[config.mk]
export PLATFORM = sky130hd
export DESIGN_NAME = mine_placement_ctrl
export DESIGN_NICKNAME = d
export VERILOG_FILES = /design/src/rtl/minas_pkg.sv /design/src/rtl/mine_neighbor_count.sv /design/src/rtl/mine_placement_ctrl.sv
export SDC_FILE = /design/constraint.sdc
export NUM_CORES = 1
export LEC_CHECK = 0
export ABC_AREA = 1
export ABC_CLOCK_PERIOD_IN_PS = 7900
export BUFFER_PORTS_ARGS = -buffer_cell sky130_fd_sc_hd__buf_4
export CAP_MARGIN = 15
export CELL_PAD_IN_SITES_DETAIL_PLACEMENT = 0
export CELL_PAD_IN_SITES_GLOBAL_PLACEMENT = 1
export CORE_MARGIN = 4
export CORE_UTILIZATION = 25
export DETAILED_ROUTE_END_ITERATION = 10
export PLACE_DENSITY_LB_ADDON = 0.3
export SYNTH_ARGS = -nofsm -noshare
export SYNTH_HDL_FRONTEND = slang
export SYNTH_SLANG_ARGS = --single-unit
export TNS_END_PERCENT = 10
[constraint.sdc]
create_clock -name clk -period 7.9 [get_ports clk]
set_clock_uncertainty 0.1 [all_clocks]
set_input_delay 1.58 -clock clk [delete_from_list [all_inputs] [get_ports clk]]
set_output_delay 1.58 -clock clk [all_outputs]
set_load 0.01 [all_outputs]
[src/rtl/minas_pkg.sv]
// Shared definitions for the minesweeper board placement slice:
// board geometry, cell codes, index types and the controller states.
package minas_pkg;

  localparam int ROWS = 8;
  localparam int COLS = 8;
  localparam int CELLS = ROWS * COLS;
  localparam logic [3:0] MINE_CODE = 4'd9;

  typedef logic [5:0] cell_idx_t;
  typedef logic [2:0] coord_t;

  typedef enum logic [2:0] {
    IDLE,
    REQ,
    WAIT_RND,
    SCAN,
    DONE
  } ctrl_state_e;

  // Row-major cell index; with 8 columns this is just {row, col}.
  function automatic cell_idx_t cell_index(input coord_t row, input coord_t col);
    return {row, col};
  endfunction

endpackage

[src/rtl/mine_neighbor_count.sv]
// Counts the mines surrounding one cell of the board. Neighbours that fall
// off the edge of the board contribute nothing; there is no wrap-around.
module mine_neighbor_count
  import minas_pkg::*;
(
  input  logic [63:0] mine_map,
  input  cell_idx_t   idx,
  output logic [3:0]  count
);

  // Walk the 3x3 window around idx, skipping the centre and off-board cells.
  always_comb begin
    int        r;
    int        c;
    cell_idx_t nIdx;
    count = '0;
    r     = 0;
    c     = 0;
    nIdx  = '0;
    for (int dr = -1; dr <= 1; dr++) begin
      for (int dc = -1; dc <= 1; dc++) begin
        r = int'(idx[5:3]) + dr;
        c = int'(idx[2:0]) + dc;
        if ((dr != 0 || dc != 0) && r >= 0 && r < ROWS && c >= 0 && c < COLS) begin
          nIdx  = cell_idx_t'(r * COLS + c);
          count = count + 4'(mine_map[nIdx]);
        end
      end
    end
  end

endmodule

[src/rtl/mine_placement_ctrl.sv]
// Board setup sequencer: pulls random coordinates until the requested number
// of distinct mines is placed, then streams one code per cell (mine marker or
// neighbour count) into the board cell memory, one cell per cycle.
module mine_placement_ctrl
  import minas_pkg::*;
(
  input  logic        clk,
  input  logic        rst,
  input  logic        start,
  input  logic [3:0]  total_mines,
  output logic        rnd_req,
  input  logic        rnd_valid,
  input  logic [2:0]  rnd_row,
  input  logic [2:0]  rnd_col,
  output logic [63:0] mine_map,
  output logic [3:0]  placed_count,
  output logic        wr_en,
  output logic [5:0]  wr_addr,
  output logic [3:0]  wr_data,
  output logic        busy,
  output logic        done
);

  ctrl_state_e state_q, state_d;
  logic [63:0] mineMap_q, mineMap_d;
  logic [3:0]  placedCount_q, placedCount_d;
  logic [3:0]  totalMines_q, totalMines_d;
  cell_idx_t   scanIdx_q, scanIdx_d;
  logic        rndReq_q, rndReq_d;
  logic        wrEn_q, wrEn_d;
  logic [3:0]  wrData_q, wrData_d;
  logic        busy_q, busy_d;
  logic        done_q, done_d;
  logic [3:0]  nbrCount;
  cell_idx_t   coordIdx;

  // The code for the cell about to be written is computed from the next-cycle
  // map, so a mine placed on the edge that enters SCAN is already visible.
  mine_neighbor_count u_nbr (
    .mine_map (mineMap_d),
    .idx      (scanIdx_d),
    .count    (nbrCount)
  );

  assign coordIdx = cell_index(rnd_row, rnd_col);

  // State and datapath registers; reset aborts any run immediately.
  always_ff @(posedge clk or posedge rst) begin
    if (rst) begin
      state_q       <= IDLE;
      mineMap_q     <= '0;
      placedCount_q <= '0;
      totalMines_q  <= '0;
      scanIdx_q     <= '0;
      rndReq_q      <= 1'b0;
      wrEn_q        <= 1'b0;
      wrData_q      <= '0;
      busy_q        <= 1'b0;
      done_q        <= 1'b0;
    end else begin
      state_q       <= state_d;
      mineMap_q     <= mineMap_d;
      placedCount_q <= placedCount_d;
      totalMines_q  <= totalMines_d;
      scanIdx_q     <= scanIdx_d;
      rndReq_q      <= rndReq_d;
      wrEn_q        <= wrEn_d;
      wrData_q      <= wrData_d;
      busy_q        <= busy_d;
      done_q        <= done_d;
    end
  end

  // Next-state and datapath update: start, placement with duplicate rejection, scan walk.
  always_comb begin
    state_d       = state_q;
    mineMap_d     = mineMap_q;
    placedCount_d = placedCount_q;
    totalMines_d  = totalMines_q;
    scanIdx_d     = scanIdx_q;
    case (state_q)
      IDLE, DONE: begin
        if (start) begin
          mineMap_d     = '0;
          placedCount_d = '0;
          totalMines_d  = total_mines;
          scanIdx_d     = '0;
          state_d       = (total_mines == 4'd0) ? SCAN : REQ;
        end
      end
      REQ: begin
        state_d = WAIT_RND;
      end
      WAIT_RND: begin
        if (rnd_valid) begin
          state_d = REQ;
          if (!mineMap_q[coordIdx]) begin
            mineMap_d[coordIdx] = 1'b1;
            placedCount_d       = placedCount_q + 4'd1;
            if (placedCount_d == totalMines_q) begin
              state_d   = SCAN;
              scanIdx_d = '0;
            end
          end
        end
      end
      SCAN: begin
        if (scanIdx_q == cell_idx_t'(CELLS - 1)) begin
          state_d = DONE;
        end else begin
          scanIdx_d = scanIdx_q + 6'd1;
        end
      end
      default: begin
        state_d = IDLE;
      end
    endcase
  end

  // Registered outputs are derived from where the controller will be next cycle.
  always_comb begin
    rndReq_d = (state_d == REQ);
    busy_d   = (state_d == REQ) || (state_d == WAIT_RND) || (state_d == SCAN);
    done_d   = (state_d == DONE);
    wrEn_d   = (state_d == SCAN);
    wrData_d = '0;
    if (state_d == SCAN) begin
      wrData_d = mineMap_d[scanIdx_d] ? MINE_CODE : nbrCount;
    end
  end

  assign rnd_req      = rndReq_q;
  assign mine_map     = mineMap_q;
  assign placed_count = placedCount_q;
  assign wr_en        = wrEn_q;
  assign wr_addr      = scanIdx_q;
  assign wr_data      = wrData_q;
  assign busy         = busy_q;
  assign done         = done_q;

endmodule

[After elaboration in Yosys (flattened, before gate mapping)]
Index checks and enable logic that the tools add are counted.
Storage, ports and cells
  input bits: 14
  output and inout port bits: 82
  logic and storage cells: 149
  bits in registers: 89
Cells by class
  $add $sub $neg: 21
  bitwise operators: 1
  muxes and demuxes: 53
  reduce and logical (&&, ||, !) cells: 28
  eq/ne operators: 13
  $lt $le $gt $ge: 23
Operators with widths (count)
  $mux 64: 3
  $pmux 64 s2: 1
  $lt 6x7->1 const B: 10
  $or 64x64->64: 1
  $bmux 1 s6: 10
  $mux 4: 12
  $ge 32x1->1 const B: 1
  $lt 32x5->1 const B: 1
  $mux 6: 5
  $add 4x1->4: 7
  $logic_and 1x1->1: 20
  $add 6x5->6: 3
  $add 6x6->6: 3
  $pmux 6 s3: 1
  $add 6x4->6: 2
  $eq 3x2->1 const B: 4
  $mux 1: 12
  $pmux 3 s4: 1
  $add 4x1->5 const B: 2
  $ge 5x1->1 const B: 2
  $lt 5x5->1 const B: 2
  $mux 3: 3
  $add 3x1->4 const B: 2
  $lt 3x4->1 const B: 2
  21 further kinds: 29

[Longest topological paths before layout]
Gate-level depths: netlist of the first run.
  depth in word-level cells: 28
  gate-level depth with buffers: 57
  gate-level depth less buffers: 52

[Cells and area by module]
A second synthesis of the first run with hierarchy kept.
Unflattened totals
  cell total of the unflattened synthesis: 1390
  area total of the unflattened synthesis: 8831.0 um^2
By module, submodules not included
  mine_placement_ctrl: area an instance 5829.3 um^2, instances 1, cells an instance 872, sequential area each 2227.1 um^2
  mine_neighbor_count: area an instance 3001.6 um^2, instances 1, cells an instance 518, sequential area each 0.0 um^2

[Worst setup path before layout of the first run]
Ideal clock, no wire load.
  kind: input to register
  from: input port rnd_col[0]
  to: register wrData_q[2] (netlist: wr_data[2])
  path buffers: 6
  arrival: 8.252 ns
  data required time: 7.729 ns
  slack: -0.524 ns
  setup time: 0.071 ns
  stages on the path: 49
  cells stage by stage: buf_6 > buf_6 > o211ai_1 > nand2_1 > o21ai_1 > nand2_1 > nor2_4 > nand3_4 > nand2_1 > nand3_4 > inv_2 > buf_4 > buf_2 > ha_1 > clkbuf_1 > inv_1 > clkbuf_1 > nand2_1 > (+13 left out) > nor2_1 > a31oi_1 > ha_1 > ha_1 > or2_2 > nand2_2 > inv_1 > ha_1 > or2_0 > nand2_1 > inv_1 > ha_1 > o21a_1 > ha_1 > nand2_1 > xor2_1 > inv_1 > nor2_1
On the way
  longest elaborated chain between the ends: 27
  elaborated cells between the ends (all ways): 96
  classes of those cells: add/sub (19); order compare (14); eq/ne (1); mux (41); bitwise (1); reduce/logical (20)
RTL lines
  from (decl): line mine_placement_ctrl.sv:14  | input logic [2:0] rnd_col,
  parallel branches: the longest is 26 deep, another holds $add 6x5->6
  $mux 4 (*): line mine_placement_ctrl.sv:127  | if (state_d == SCAN) begin
  via wrData_d[2]: line mine_placement_ctrl.sv:31  | logic [3:0] wrData_q, wrData_d;
  to (signal assigned): line mine_placement_ctrl.sv:68  | wrData_q <= wrData_d;
  to (decl): line mine_placement_ctrl.sv:31
Mark *: on every way through the listed nets, which the timed path passes. The select of a mux whose other input is x is not followed.
A chain may end at the register's enable or synchronous reset.

[Worst setup path in the final report of the first run]
  from: input port rnd_col[2]
  to: register wrData_q[1] (netlist: wr_data[1])
Same word-level chain as after synthesis.

==> results_dict.tcl, run 1 <==
set metrics [dict create \
    status "complete, no violations" \
    vias 9329 \
    yosys-top-cells-count "nand2_1 (336), nand3_1 (167), inv_1 (153)" \
    avgSynthCellArea_um2 6.47 \
    cp_max_fo 9 \
    core_mm2 0.0300 \
    ys.warnings.count 0 \
    cts_tree "done" \
    synth_edf_count 0 \
    ctsHoldBuffers 0 \
    clock_latency_ps 370 \
    cts_made_buffers 9 \
    path_depth 45 \
    wl_um 34800 \
    slew_violations 0 \
    setup_tns_ps 0 \
    final_nets 1541 \
    slowest_delay_ps 290 \
    cp.arrival_ps 7830 \
    yosysSeqAreaShare_pct 28.9 \
    antenna_found_initial 0 \
    pin_count 96 \
    grt_max_degree 59 \
    cts_sinks 89 \
    die_x_um 183 \
    synth_top_area_cell "dfrtp_1" \
    startpoint_type "input pin" \
    slew_headroom_pct 47.3 \
    finalSetupViolCount 0 \
    cts_buffer_depth 2 \
    cpMostUsedCell "ha_4" \
    fin_crit_ps 7670 \
    reg2reg_depth 48 \
    crit_buf_inv 10 \
    synth_area_leaders "dfrtp_1 (29%), nand2_1 (16%), nand3_1 (11%), inv_1 (7.5%), o21ai_0 (4.6%)" \
    path_clk_slew_ps 70 \
    detailed_place_hpwl_um 25800 \
    criticalPathCategory "in -> reg" \
    tightest_slew_ps 791 \
    drc 0 \
    synth_top_area_share_pct 28.9 \
    initial_core_util_pct 25.6 \
    synth_fp_nets 1234 \
    gr-total-overflow 0 \
    finalCritPeriodShare_pct 97.1 \
    fmax_mhz 130 \
    first_iter_violations 743 \
    dr.pass1.iters 5 \
    register_area_mm2 0.00223 \
    yosysMostFrequentCell "nand2_1" \
    crit_slowest_cell "a311oi_2" \
    synthFlopType "dfrtp_1" \
    min_path_type "reg -> reg" \
    async_flop_share_pct 100 \
    ctsRootBufferMaster "clkbuf_16" \
    synth_cells 1190 \
    synth.ff_latch_count 89 \
    grt_use_total_pct 19.6 \
    place_congestion 0.948 \
    fill_cells 3203 \
    area_delta_synth_final_pct 53.3 \
    cp-end-kind "flip-flop" \
    grt_pass1_wl_um 52000 \
    ys_types 47 \
    final_layout_size_suffix_gt1_share_pct 32.6 \
    hold_depth 2 \
    syn-cell-area_mm2 0.00769 \
    drt-wirelength-per-cell_um 18.4 \
    rsz0062_at_grt "yes" \
    worstPathRequired_ps 8060 \
    multi_input_area_mm2 0.00513 \
    cts_max_level 3 \
    postRouteAntennaNets 0 \
    detail_route.vias_per_cell 4.93 \
    drv_cap 0 \
    worst_hold_slack_ps 397 \
    cpLargestDelayFamily "simple AND/OR/NAND/NOR gates" \
    die_y_um 183 \
    grt_pass1_vias 9168 \
    hold_viol_final 0 \
    die_area_mm2 0.0337 \
    num_antenna_cells 0 \
    io_buffers 95 \
    std_cell_rows 63 \
]
-- final timing paths --
check / from / endpoint / slack (ps)
worst min-delay path: totalMines_q[2] / totalMines_q[2] / 400
worst min register to register: totalMines_q[2] / totalMines_q[2] / 400
worst max register to register: wr_addr[0] / wr_data[1] / 870
max in group asynchronous: rst / mine_map[46] / 5370
min in group asynchronous: rst / placed_count[1] / 1140
worst max-delay path: rnd_col[2] / wr_data[1] / 230
-- final cells by class --
type,instances,area share [%]
Inverter,162,5.49
Multi-Input combinational cell,891,43.5
Clock buffer,12,2.17
Clock inverter,4,0.838
Timing Repair Buffer,342,24.9
Tap cell,390,4.14
Timing Repair inverter,2,0.117
Sequential cell,89,18.9
-- routing by layer --
metal  vias up  GRT usage, %  part of all wire (%)
li1       4583             -                     -
met1      4382          26.0                    45
met2       294          33.2                    47
met3        70          2.37                   4.7
met4         0          6.85                   3.4
met5         -             0                     0
-- registers in the layout (all words and copies together), names as in the netlist --
register	count
state_q	3
rnd_req	1
wr_addr	6
wr_data	4
wr_en	1
done	1
busy	1
mine_map	64
placed_count	4
totalMines_q	4
-- through the flow --
step | area (um^2) | setup WS (ps) | utilization (%) | instances
after floorplan | 7850 | 31.1 | - | 1190
after global placement | 10400 | -534 | 34.7 | 1836
after detailed placement | 10400 | -534 | 34.7 | 1836
after CTS | 11000 | 3.28 | 36.5 | 1858
after global routing | 11800 | -79.4 | 39.3 | 1892
final | 11800 | 231 | 39.3 | 1892
-- tightest hold or removal path: stages (launching register included) --
cell and delay [ps]:
dfrtp_1 360, nand2_1 60, nand2_1 40
-- cells by family after synthesis --
group	count (synthesis)	share of synthesized area, %
simple gates	626	35.8
buf+inv	210	10.9
compound gates	207	15.8
flops	89	28.9
fa+ha+maj	30	5.17
xor+xnor	16	1.82
mux	12	1.56
-- cells in the final DEF (no fill, tap or decap), drive strengths merged, types with 12 or more instances in the layout --
cell	count
dfrtp	89
inv	158
a21oi	30
o22ai	18
xor2	13
buf	336
nor2	78
nor3	17
ha	27
o21ai	84
nand2	340
clkbuf	18
a31oi	36
nand3	174
mux2i	12
-- repair_timing --
action | in CTS | in global routing
buffers inserted | 4 | 25
resized for setup | 21 | 133
setup endpoints to repair | 3 | 4
pin swaps | 10 | 46
gates cloned | 2 | 9
Power of run 1 is left out: the tool's default activity adds up to more than one toggle a clock period on the data nets, which glitch-free logic cannot reach.
==> run 2, diff against run 1 <==
--- a/config.mk
+++ b/config.mk
@@ -14,7 +14,7 @@
 export CORE_MARGIN = 4
 export CORE_UTILIZATION = 25
 export DETAILED_ROUTE_END_ITERATION = 10
-export PLACE_DENSITY_LB_ADDON = 0.3
+export PLACE_DENSITY = 0.65
 export SYNTH_ARGS = -nofsm -noshare
 export SYNTH_HDL_FRONTEND = slang
 export SYNTH_SLANG_ARGS = --single-unit
==> run 2 against run 1 <==
Against the previous run:
- critical endpoint is now wr_data[2]
- via count down 1.1%
- non-clock buffer count is 20 lower
- first-iteration DRC count increased by 12%
- largest cell class unchanged
==> results_dict.tcl, run 2 (synthesis results as in run 1) <==
set metrics [dict create \
    io_buffers 95 \
    die_x_um 183 \
    tightest_slew_ps 870 \
    final_nets 1519 \
    cpMostUsedCell "inv_2" \
    min_from "totalMines_q[2]" \
    grt_pass1_wl_um 51100 \
    cpLargestDelayFamily "adder cells" \
    drc 0 \
    finalSetupViolCount 0 \
    drv_cap 0 \
    crit_start "rnd_col[1]" \
    slowest_delay_ps 460 \
    cp-end-kind "flip-flop" \
    setup_tns_ps 0 \
    final_common_cell "nand2_1" \
    fmax_mhz 129 \
    vias 9231 \
    criticalPathCategory "in -> reg" \
    crit_buf_inv 13 \
    place_congestion 0.926 \
    hold_viol_final 0 \
    register_area_mm2 0.00223 \
    first_iter_violations 829 \
    grt_use_total_pct 19.4 \
    dr.pass1.iters 5 \
    final_cell_mix "nand2_1 (327), buf_4 (300), nand3_1 (155)" \
    dp.cells 1842 \
    drt-wirelength-per-cell_um 18.2 \
    status "complete, no violations" \
    detail_route.vias_per_cell 4.94 \
    pin_count 96 \
    grt_max_degree 61 \
    stdcell_count 1870 \
    initial_core_util_pct 25.6 \
    area_delta_synth_final_pct 45.5 \
    ctsHoldBuffers 0 \
    cts_max_level 3 \
    antenna_found_initial 0 \
    grt_pass1_vias 8695 \
    final_layout_size_suffix_gt1_share_pct 29.0 \
    path_clk_slew_ps 70 \
    clock_latency_ps 360 \
    core_mm2 0.0300 \
    fill_cells 3231 \
    rsz0062_at_grt "yes" \
    finalCritPeriodShare_pct 98.4 \
    wl_um 34100 \
    postRouteAntennaNets 0 \
    std_cell_rows 63 \
    ctsRootBufferMaster "clkbuf_16" \
    fin_crit_ps 7780 \
    die_y_um 183 \
    cp_max_fo 9 \
    cts_tree "done" \
    detailed_place_hpwl_um 26700 \
    slew_violations 0 \
    gr-total-overflow 0 \
    largest_register_ffs 64 \
    cts_buffer_depth 2 \
    worstPathRequired_ps 8100 \
    die_area_mm2 0.0337 \
    cp.arrival_ps 7980 \
    num_antenna_cells 0 \
    min_path_type "reg -> reg" \
    cts_sinks 89 \
    multi_input_area_mm2 0.00494 \
    rr_startpoint "wr_addr[0]" \
    slew_headroom_pct 42.0 \
    startpoint_type "input pin" \
    crit_slowest_cell "fa_1" \
    cts_made_buffers 9 \
]
## run 2: layer usage
| layer | vias up | wire length (um) | global-route usage (%) | part of all wire, % |
|---|---|---|---|---|
| li1 | 4523 | - | - | - |
| met1 | 4333 | 15600 | 26.9 | 46 |
| met2 | 321 | 15900 | 32.0 | 47 |
| met3 | 54 | 1730 | 2.06 | 5.1 |
| met4 | 0 | 811 | 5.51 | 2.4 |
| met5 | - | 0 | 0 | 0 |
## run 2: worst paths after layout
path / end / slack [ps] / depth (start not counted)
min reg2reg: totalMines_q[2] / 400 / 2
max in group asynchronous: mine_map[43] / 5290 / 3
min in group asynchronous: mine_map[13] / 1150 / 2
max reg2reg: wr_data[2] / 790 / 45
min: totalMines_q[2] / 400 / 2
max: wr_data[2] / 120 / 47
## run 2: final cells by class
type / instances / share of cell area (%)
clock buffers: 11 / 2.17
clock inverters: 5 / 0.346
inverters: 162 / 5.69
multi-input cells: 891 / 44.1
flip-flops and latches: 89 / 19.9
well taps: 390 / 4.36
repair buffers: 322 / 23.4
## run 2: through the flow
step                hold slack (ps)  area (um^2)  utilization, %  setup WS, ps
finish                          399        11200            37.3           124
global placement                379        10400            34.8          -479
floorplan                       359         7850               -          31.1
detailed placement              381        10400            34.8          -568
global route                    426        11200            37.3          -171
CTS                             399        10800            36.0          37.4
## run 2: repair_timing
action                                  4_1_cts  5_1_grt
endpoints found under the setup margin        3        3
gates cloned                                  0        4
setup buffers                                 1        7
pin swaps                                    13       32
gates resized for setup                      15       63
## run 2: worst min-delay path, cell delays in order, from the launching register on
cell and delay (ps):
dfrtp_1 370, nand2_1 60, nand2_1 40
Power of run 2 is left out for the same reason.
==> run 3, diff against run 2 <==
--- a/config.mk
+++ b/config.mk
@@ -12,9 +12,10 @@
 export CELL_PAD_IN_SITES_DETAIL_PLACEMENT = 0
 export CELL_PAD_IN_SITES_GLOBAL_PLACEMENT = 1
 export CORE_MARGIN = 4
-export CORE_UTILIZATION = 25
+export CORE_UTILIZATION = 38
 export DETAILED_ROUTE_END_ITERATION = 10
-export PLACE_DENSITY = 0.65
+export GPL_TIMING_DRIVEN = 0
+export PLACE_DENSITY = 0.88
 export SYNTH_ARGS = -nofsm -noshare
 export SYNTH_HDL_FRONTEND = slang
 export SYNTH_SLANG_ARGS = --single-unit
==> run 3 against run 2 <==
Against the previous run:
- the run now ends with negative setup slack left
- via count shrank 0.41%
- final cell count shrank 13%
- register-to-register slack lost 740 ps
- worst setup slack lost 250 ps
- die area shrank 33%
- design area shrank 8.3%
- largest cell class unchanged
==> results_dict.tcl, run 3 (synthesis results as in run 1) <==
set metrics [dict create \
    status "finished with violations" \
    failed_checks "negative setup slack" \
    drt-wirelength-per-cell_um 18.6 \
    dp.cells 1550 \
    startpoint_type "input pin" \
    setup_ws_ps -127 \
    hold_viol_final 0 \
    slowest_delay_ps 310 \
    final_layout_size_suffix_gt1_share_pct 23.2 \
    finalCritPeriodShare_pct 102 \
    min_path_type "reg -> reg" \
    initial_core_util_pct 39.0 \
    setup_tns_ps -258 \
    detailed_place_hpwl_um 22600 \
    postRouteAntennaNets 0 \
    reg2reg_depth 41 \
    fin_crit_ps 8030 \
    wl_um 30300 \
    drc 0 \
    rsz0062_at_grt "yes" \
    criticalPathCategory "in -> reg" \
    grt_max_degree 61 \
    cp.arrival_ps 8210 \
    die_y_um 150 \
    grt_pass1_vias 8435 \
    path_clk_slew_ps 70 \
    detail_route.vias_per_cell 5.64 \
    rrSetupSlack_ps 50 \
    cpMostUsedCell "nand2_1" \
    pin_count 96 \
    io_buffers 94 \
    ctsRootBufferMaster "clkbuf_16" \
    grt_pass1_wl_um 47000 \
    slew_violations 0 \
    crit_slowest_cell "ha_1" \
    dr.pass1.iters 6 \
    die_area_mm2 0.0226 \
    cts_max_level 3 \
    final_cell_mix "nand2_1 (327), buf_4 (153), nand3_1 (150)" \
    grt_use_total_pct 26.5 \
    slew_headroom_pct 32.4 \
    final_nets 1403 \
    fmax_mhz 125 \
    worstPathRequired_ps 8080 \
    rr_startpoint "state_q[2]" \
    clock_latency_ps 340 \
    gr-total-overflow 0 \
    num_antenna_cells 0 \
    dpl_worst_slack_ps -1530 \
    largest_register_ffs 64 \
    cts_tree "done" \
    cp_max_fo 10 \
    stdcell_count 1629 \
    critPathCapture "wr_data[2]" \
    cts_sinks 89 \
    std_cell_rows 51 \
    die_x_um 150 \
    rr_endpoint "wr_data[2]" \
    vias 9193 \
    crit_start "rnd_col[0]" \
    cp-end-kind "flip-flop" \
    cts_buffer_depth 2 \
    area_delta_synth_final_pct 33.4 \
    first_iter_violations 880 \
    cts_made_buffers 9 \
    final_common_cell "nand2_1" \
    antenna_found_initial 0 \
    core_mm2 0.0197 \
    tightest_slew_ps 1010 \
    finalSetupViolCount 3 \
    drv_cap 0 \
    place_congestion 0.976 \
    ctsHoldBuffers 0 \
]
[run 3: changes by cell type in the layout (fill, tap and decap cells not counted), moves of 4 or more]
cell      previous run  this run
buf_2                0         6
buf_4              300       153
buf_6               10         6
buf_8                0         7
clkbuf_1             1        15
clkbuf_2             0         6
nand3_1            155       150
nor2_2               8         4
nor2_4               5         9
nor3_1              12         4
nor3_4               0         5
[run 3: critical path, delay by kind of cell]
kind | cells | cell delay, ps
buffers and inverters | 12 | 1120
AND/OR/NAND/NOR | 20 | 2090
XOR/XNOR | 1 | 140
adder cells (fa/ha/maj) | 9 | 2150
AO/OA/AOI/OAI | 7 | 1100
[run 3: per-layer routing]
metal	global-route usage, %	share of wire [%]
met1	34.6	39
met2	43.2	46
met3	4.21	9.9
met4	11.8	4.9
met5	0	0
[run 3: stage by stage]
step | area [um^2] | util, % | hold slack, ps
after floorplan | 7850 | - | 359
after global placement | 8880 | 45.0 | 376
after detailed placement | 8910 | 45.2 | 379
after CTS | 9960 | 50.5 | 396
after global routing | 10300 | 52.0 | 420
final | 10300 | 52.0 | 390
[run 3: worst min-delay path by stage]
| stage | startpoint | end | cells after the start |
|---|---|---|---|
| global route | totalMines_q[3] | totalMines_q[3] | 2 |
| detailed placement | totalMines_q[3] | totalMines_q[3] | 2 |
| floorplan | totalMines_q[1] | totalMines_q[1] | 2 |
| global placement | totalMines_q[1] | totalMines_q[1] | 2 |
| finish | totalMines_q[3] | totalMines_q[3] | 2 |
| CTS | totalMines_q[3] | totalMines_q[3] | 2 |
[run 3: final cells by class]
cell class | instances | area (um^2)
clock inverters | 6 | 50.0
well taps | 265 | 332
repair buffers | 162 | 1320
plain buffers | 44 | 372
fillers | 1926 | 9460
multi-input cells | 891 | 5080
clock buffers | 10 | 239
flip-flops and latches | 89 | 2230
inverters | 162 | 637
[run 3: timing repair]
| action | in CTS | in global routing |
|---|---|---|
| setup buffers | 51 | 14 |
| gates resized for setup | 97 | 42 |
| pin swaps | 26 | 34 |
| setup endpoints to repair | 4 | 4 |
| gates cloned | 0 | 2 |
Power of run 3 is left out for the same reason.
